--- config.mk ---
export PLATFORM = sky130hd
export DESIGN_NAME = bin_to_bcd
export DESIGN_NICKNAME = d
export VERILOG_FILES = /design/src/rtl/bin_to_bcd_pkg.sv /design/src/rtl/bcd_digit_adj.sv /design/src/rtl/bin_to_bcd.sv
export SDC_FILE = /design/constraint.sdc
export NUM_CORES = 1
export LEC_CHECK = 0
export CORE_UTILIZATION = 25
export CTS_BUF_LIST = sky130_fd_sc_hd__clkbuf_8 sky130_fd_sc_hd__clkbuf_16
export DETAILED_ROUTE_END_ITERATION = 10
export PLACE_DENSITY = 0.54
export SLEW_MARGIN = 5
export SYNTH_ARGS = -nofsm -noshare
export SYNTH_HDL_FRONTEND = slang
export SYNTH_SLANG_ARGS = --single-unit
export TNS_END_PERCENT = 1
--- constraint.sdc ---
create_clock -name clk -period 2.1 [get_ports clk]
set_input_delay 0.315 -clock clk [delete_from_list [all_inputs] [get_ports clk]]
set_output_delay 0.315 -clock clk [all_outputs]
set_load 0.05 [all_outputs]
--- src/rtl/bin_to_bcd_pkg.sv ---
// ---------------------------------------------------------------------------
// bin_to_bcd_pkg
// Shared definitions for the sequential binary-to-BCD converter:
//   state_t     : converter FSM states (IDLE, SHIFT, DONE)
//   DIGIT_W     : bits per BCD digit
//   ADJ_THRESH  : digit value at or above which the add-3 correction applies
//   ADJ_ADD     : correction constant
//   digits_fit(): elaboration-time check that DIGITS decimal digits can hold
//                 every WIDTH-bit unsigned value
// ---------------------------------------------------------------------------
package bin_to_bcd_pkg;

   typedef enum logic [1:0] {
      IDLE,
      SHIFT,
      DONE
   } state_t;

   localparam int unsigned DIGIT_W    = 4;
   localparam logic [3:0]  ADJ_THRESH = 4'd5;
   localparam logic [3:0]  ADJ_ADD    = 4'd3;

   // True when 10^d > 2^w - 1.
   function automatic bit digits_fit(input int unsigned w, input int unsigned d);
      logic [127:0] pow10;
      logic [127:0] maxval;
      pow10  = 128'd1;
      maxval = (128'd1 << w) - 128'd1;
      for (int unsigned i = 0; i < d; i++) begin
         pow10 = pow10 * 128'd10;
      end
      return pow10 > maxval;
   endfunction

endpackage

--- src/rtl/bcd_digit_adj.sv ---
// ---------------------------------------------------------------------------
// bcd_digit_adj
// Combinational double-dabble correction cell for one BCD digit: adds 3 when
// the digit is 5 or more, otherwise passes it through. Inputs stay in 0..9,
// so the result never exceeds 12 and fits in 4 bits.
// Ports:
//   din  : 4-bit BCD digit before correction
//   dout : 4-bit digit after correction
// ---------------------------------------------------------------------------
module bcd_digit_adj
   import bin_to_bcd_pkg::*;
(
   input  logic [3:0] din,
   output logic [3:0] dout
);

   assign dout = (din >= ADJ_THRESH) ? din + ADJ_ADD : din;

endmodule

--- src/rtl/bin_to_bcd.sv ---
// ---------------------------------------------------------------------------
// bin_to_bcd
// Sequential shift-and-add-3 (double-dabble) binary-to-BCD converter, one
// binary bit per clock. A conversion takes WIDTH+1 cycles from the accepting
// edge to the done pulse; back-to-back conversions run every WIDTH+2 cycles.
//
// Parameters:
//   WIDTH  : binary input width (default 16)
//   DIGITS : BCD digits produced (default 5); needs 10^DIGITS > 2^WIDTH-1
// Ports:
//   clk     : clock, rising edge
//   rst     : asynchronous active-high reset
//   start   : conversion request, sampled only in IDLE
//   bin_in  : unsigned value, captured on the edge that accepts start
//   busy    : high while a conversion is in flight, including the done cycle
//   done    : one-cycle pulse when bcd_out/blank update
//   bcd_out : packed BCD result, digit i at [4i+3:4i], held until next result
//   blank   : leading-zero mask for display gating
//
// Optional feature macro: BIN_TO_BCD_LEADING_ZERO_BLANK_EN
//   defined   : blank[i]=1 (i>=1) when digit i and all higher digits are zero;
//               blank[0] is always 0; registered with bcd_out
//   undefined : blank is tied to 0
// ---------------------------------------------------------------------------
module bin_to_bcd
   import bin_to_bcd_pkg::*;
#(
   parameter int unsigned WIDTH  = 16,
   parameter int unsigned DIGITS = 5
) (
   input  logic                        clk,
   input  logic                        rst,
   input  logic                        start,
   input  logic [WIDTH-1:0]            bin_in,
   output logic                        busy,
   output logic                        done,
   output logic [DIGIT_W*DIGITS-1:0]   bcd_out,
   output logic [DIGITS-1:0]           blank
);

   localparam int unsigned CW = $clog2(WIDTH + 1);
   localparam int unsigned SW = DIGIT_W * DIGITS;

   if (!digits_fit(WIDTH, DIGITS)) begin : g_bad_params
      $error("bin_to_bcd: DIGITS too small to represent every WIDTH-bit value");
   end

   state_t          state;
   state_t          state_nxt;
   logic [CW-1:0]   cnt;
   logic [WIDTH-1:0] sreg;
   logic [SW-1:0]   scratch;
   logic [SW-1:0]   scratch_adj;
   logic            unused_adj_msb;

   // Correction happens combinationally ahead of each shift.
   for (genvar g = 0; g < DIGITS; g++) begin : g_adj
      bcd_digit_adj u_adj (
         .din  (scratch[DIGIT_W*g +: DIGIT_W]),
         .dout (scratch_adj[DIGIT_W*g +: DIGIT_W])
      );
   end

   // The top bit of the corrected scratch is shifted out and always zero.
   assign unused_adj_msb = scratch_adj[SW-1];

   // ------------------------------------------------------------------ FSM
   always_ff @(posedge clk or posedge rst) begin
      if (rst) begin
         state <= IDLE;
      end else begin
         state <= state_nxt;
      end
   end

   always_comb begin
      state_nxt = state;
      case (state)
         IDLE:    if (start) state_nxt = SHIFT;
         SHIFT:   if (cnt == CW'(1)) state_nxt = DONE;
         DONE:    state_nxt = IDLE;
         default: state_nxt = IDLE;
      endcase
   end

   // -------------------------------------------------------------- datapath
   always_ff @(posedge clk or posedge rst) begin
      if (rst) begin
         cnt     <= '0;
         sreg    <= '0;
         scratch <= '0;
         bcd_out <= '0;
         done    <= 1'b0;
      end else begin
         done <= 1'b0;
         case (state)
            IDLE: begin
               if (start) begin
                  sreg    <= bin_in;
                  scratch <= '0;
                  cnt     <= CW'(WIDTH);
               end
            end
            SHIFT: begin
               {scratch, sreg} <= {scratch_adj[SW-2:0], sreg, 1'b0};
               cnt             <= cnt - 1'b1;
            end
            DONE: begin
               bcd_out <= scratch;
               done    <= 1'b1;
            end
            default: ;
         endcase
      end
   end

   // busy also covers the done cycle so that it spans WIDTH+2 cycles, matching
   // the conversion period; under a held start the next SHIFT follows directly.
   assign busy = (state != IDLE) | done;

`ifdef BIN_TO_BCD_LEADING_ZERO_BLANK_EN
   localparam logic [DIGITS-1:0] BLANK_RST = {DIGITS{1'b1}} << 1;

   logic [DIGITS-1:0] blank_nxt;
   logic              hi_zero;

   // Walk from the most significant digit down, accumulating "all zero so far".
   always_comb begin
      blank_nxt = '0;
      hi_zero   = 1'b1;
      for (int unsigned i = DIGITS - 1; i > 0; i--) begin
         hi_zero      = hi_zero & (scratch[DIGIT_W*i +: DIGIT_W] == '0);
         blank_nxt[i] = hi_zero;
      end
   end

   always_ff @(posedge clk or posedge rst) begin
      if (rst) begin
         blank <= BLANK_RST;
      end else if (state == DONE) begin
         blank <= blank_nxt;
      end
   end
`else
   assign blank = '0;
`endif

endmodule

==> impl_metrics.py, run 1 <==
metrics = {
    "floorplanning": {
        "die_h_um": 110,
        "start_util_pct": 25.7,
        "core_area_sq_mm": 0.0114,
        "die_area_sq_mm": 0.0122,
        "die_w_um": 110,
        "ios": 46,
        "floorplan.rows": 39,
    },
    "sta": {
        "skew_ns": 0.00852,
        "setup_violations": 0,
        "finalCritPeriodShare_pct": 91.1,
        "worstMarginPinSlew_ns": 0.514,
        "fin_crit_ns": 1.91,
        "fmax_mhz": 523,
        "finalHoldViolCount": 0,
        "slew_headroom_pct": 65.6,
        "rsz0062_at_grt": "no",
        "drv_slew": 0,
        "fin_setup_tns_ns": 0,
        "setup_ws_ns": 0.186,
    },
    "yosys": {
        "syn_avg_cell_area_sq_um": 10.7,
        "yosysTopAreaCellShare_pct": 54.6,
        "synthesis.yosys.warnings": 0,
        "async_flop_share_pct": 100,
        "yosysUniqueCellTypes": 33,
        "ys_seq_elements": 64,
        "synth_enable_flop_cells": 0,
        "synth_seq_area_share_pct": 54.6,
        "synth_area_leaders": "dfrtp_1 (55%), o21ai_0 (5.6%), ha_1 (5.1%)",
        "netlist_instances": 273,
        "netlist_area_sq_mm": 0.00293,
        "synth_top_area_cell": "dfrtp_1",
        "synth_ff_type": "dfrtp_1",
    },
    "power": {
        "power.switching_mw": 2.58,
        "p_int_mw": 3.84,
        "clkPwrFrac_pct": 25.2,
        "powerDensity_mw_per_mm2": 1680,
        "p_comb_share_pct": 41.7,
        "ir_drop_mv": 0.759,
        "p_leak_nw": 1.63,
        "seq_power_share_pct": 33.1,
        "switching_share_pct": 40.1,
        "p_total_mw": 6.42,
    },
    "grt": {
        "overflow": 0,
        "grt_pass1_wl_mm": 10.9,
        "grt_max_degree": 65,
        "first_global_vias": 2206,
        "grt_antenna_before_repair": 0,
        "grt_use_total_pct": 11.9,
    },
    "cells_and_area": {
        "drive_above_1_share_pct": 12.4,
        "num_antenna_cells": 0,
        "syn_to_final_growth_pct": 30.6,
        "final_util_pct": 33.5,
        "most-common-layout-cells": "dfrtp_1 (64), clkdlybuf4s50_1 (39), nand2_1 (36)",
        "final_common_cell": "dfrtp_1",
        "nets": 349,
    },
    "cts": {
        "cts_tree": "yes",
        "cts-resized-gates": 0,
        "cts_sinks": 64,
        "h-tree-depth": 3,
        "cts_setup_buffers": 0,
        "ctsHoldBuffers": 0,
        "cts-root-buf": "clkbuf_16",
        "clock_latency_ns": 0.33,
        "numCtsBuffers": 9,
        "cts_buffer_depth": 2,
        "path_clk_slew_ns": 0.06,
    },
    "setup_path": {
        "end_kind": "output pin",
        "crit_fanout": 12,
        "required_ns": 1.78,
        "cp.arrival_ns": 1.60,
        "path_class": "flop to output pin",
        "crit_path_start_kind": "flop",
    },
    "drt": {
        "ant_nets": 0,
        "wirelength_mm": 6.26,
        "via_per_inst": 4.58,
        "wl_per_cell_um": 13.4,
        "drtPass1Iterations": 4,
        "drtIter0Drc": 150,
        "drc_errors": 0,
        "vias": 2134,
    },
    "run": {
        "maxCapViolCount": 0,
    },
    "hold_path": {
        "hp-class": "input port to asynchronous set/reset pin",
    },
    "placement": {
        "hpwl_mm": 4.09,
        "port_buffers": 40,
        "routabilityCongestion": 0.758,
        "dp_slack_ns": 0.346,
    },
    "outcome": {
        "status": "complete, no violations",
    },
}
[power by group through the flow]
stage / combinational (mW) / sequential (mW) / clock (mW)
after detailed placement: 2.70 / 2.15 / 0
after CTS: 2.71 / 2.13 / 1.67
after global placement: 2.65 / 2.14 / 0
after floorplan: 1.35 / 2.66 / 0
after global routing: 2.96 / 2.22 / 1.73
final: 2.67 / 2.13 / 1.62
[logic make-up (layout without fill, tap and decap cells)]
| logic type | after synthesis | count (layout) | synth area share (%) |
|---|---|---|---|
| AO/OA/AOI/OAI | 84 | 84 | 18.7 |
| flip-flops | 64 | 64 | 54.6 |
| AND/OR/NAND/NOR | 59 | 59 | 9.35 |
| buffers and inverters | 34 | 80 | 5.59 |
| adder cells (fa/ha/maj) | 12 | 12 | 5.12 |
| multiplexers | 10 | 10 | 3.84 |
| XOR/XNOR | 9 | 9 | 2.69 |
| other | 1 | 5 | 0.128 |
[Yosys cell counts, types with 7 or more instances]
cell / instances
dfrtp_1: 64
nand3_1: 7
nand2b_1: 7
a22oi_1: 15
buf_2: 8
buf_4: 7
mux2_2: 10
nand2_1: 36
inv_1: 14
o22ai_1: 7
o21ai_0: 33
ha_1: 12
[metal layers]
metal / part of all wire (%) / global-route usage (%)
met5: 0 / 0
met4: 1.5 / 3.95
met3: 5.8 / 4.23
met2: 44 / 18.5
met1: 49 / 15.4
[final timing paths]
path	start	endpoint	slack [ns]	depth (start not counted)
max	state[0]	busy	0.19	3
min	rst	bcd_out[18]	0.39	3
max reg2reg	state[1]	cnt[4]	0.51	4
min reg2reg	bcd_out[16]	bcd_out[16]	0.48	2
max in group asynchronous	rst	cnt[1]	1.44	3
min in group clk	bcd_out[16]	bcd_out[16]	0.48	2
[per-stage QoR]
step | instances | cell area (sq um) | hold slack (ns)
2_1_floorplan | 277 | 2950 | 0.449
3_3_place_gp | 450 | 3500 | 0.467
3_5_place_dp | 450 | 3500 | 0.473
4_1_cts | 466 | 3830 | 0.390
5_1_grt | 466 | 3830 | 0.422
6_report | 466 | 3830 | 0.386
[area by class of cell]
cell class / instances / area (sq um)
inverter: 14 / 52.6
fill: 1183 / 7590
clock inverter: 7 / 103
sequential: 64 / 1600
clock buffer: 9 / 225
multi-input combinational: 179 / 1180
timing repair buffer: 50 / 485
tap: 143 / 179
[sequential cells by signal (all words and copies together) (netlist names)]
register	count
done	1
bcd_out	20
state	2
scratch	20
sreg	16
cnt	5
[critical path, cell delays in order, from the launching register on]
cell and delay, ns:
dfrtp_1 0.50, buf_4 0.23, or3_1 0.34, buf_4 0.19
Note: power is estimated with default switching activity, not from simulation.
==> run 2, diff against run 1 <==
--- a/config.mk
+++ b/config.mk
@@ -5,6 +5,7 @@
 export SDC_FILE = /design/constraint.sdc
 export NUM_CORES = 1
 export LEC_CHECK = 0
+export ABC_CLOCK_PERIOD_IN_PS = 2100
 export CORE_UTILIZATION = 25
 export CTS_BUF_LIST = sky130_fd_sc_hd__clkbuf_8 sky130_fd_sc_hd__clkbuf_16
 export DETAILED_ROUTE_END_ITERATION = 10
==> results of run 2 <==
Same layout as run 1: the final DEF is identical, and so are final timing and power.
==> run 3, diff against run 2 <==
--- a/config.mk
+++ b/config.mk
@@ -8,6 +8,7 @@
 export ABC_CLOCK_PERIOD_IN_PS = 2100
 export CORE_UTILIZATION = 25
 export CTS_BUF_LIST = sky130_fd_sc_hd__clkbuf_8 sky130_fd_sc_hd__clkbuf_16
+export CTS_CLUSTER_SIZE = 40
 export DETAILED_ROUTE_END_ITERATION = 10
 export PLACE_DENSITY = 0.54
 export SLEW_MARGIN = 5
==> results of run 3 <==
Same layout as run 1: the final DEF is identical, and so are final timing and power.
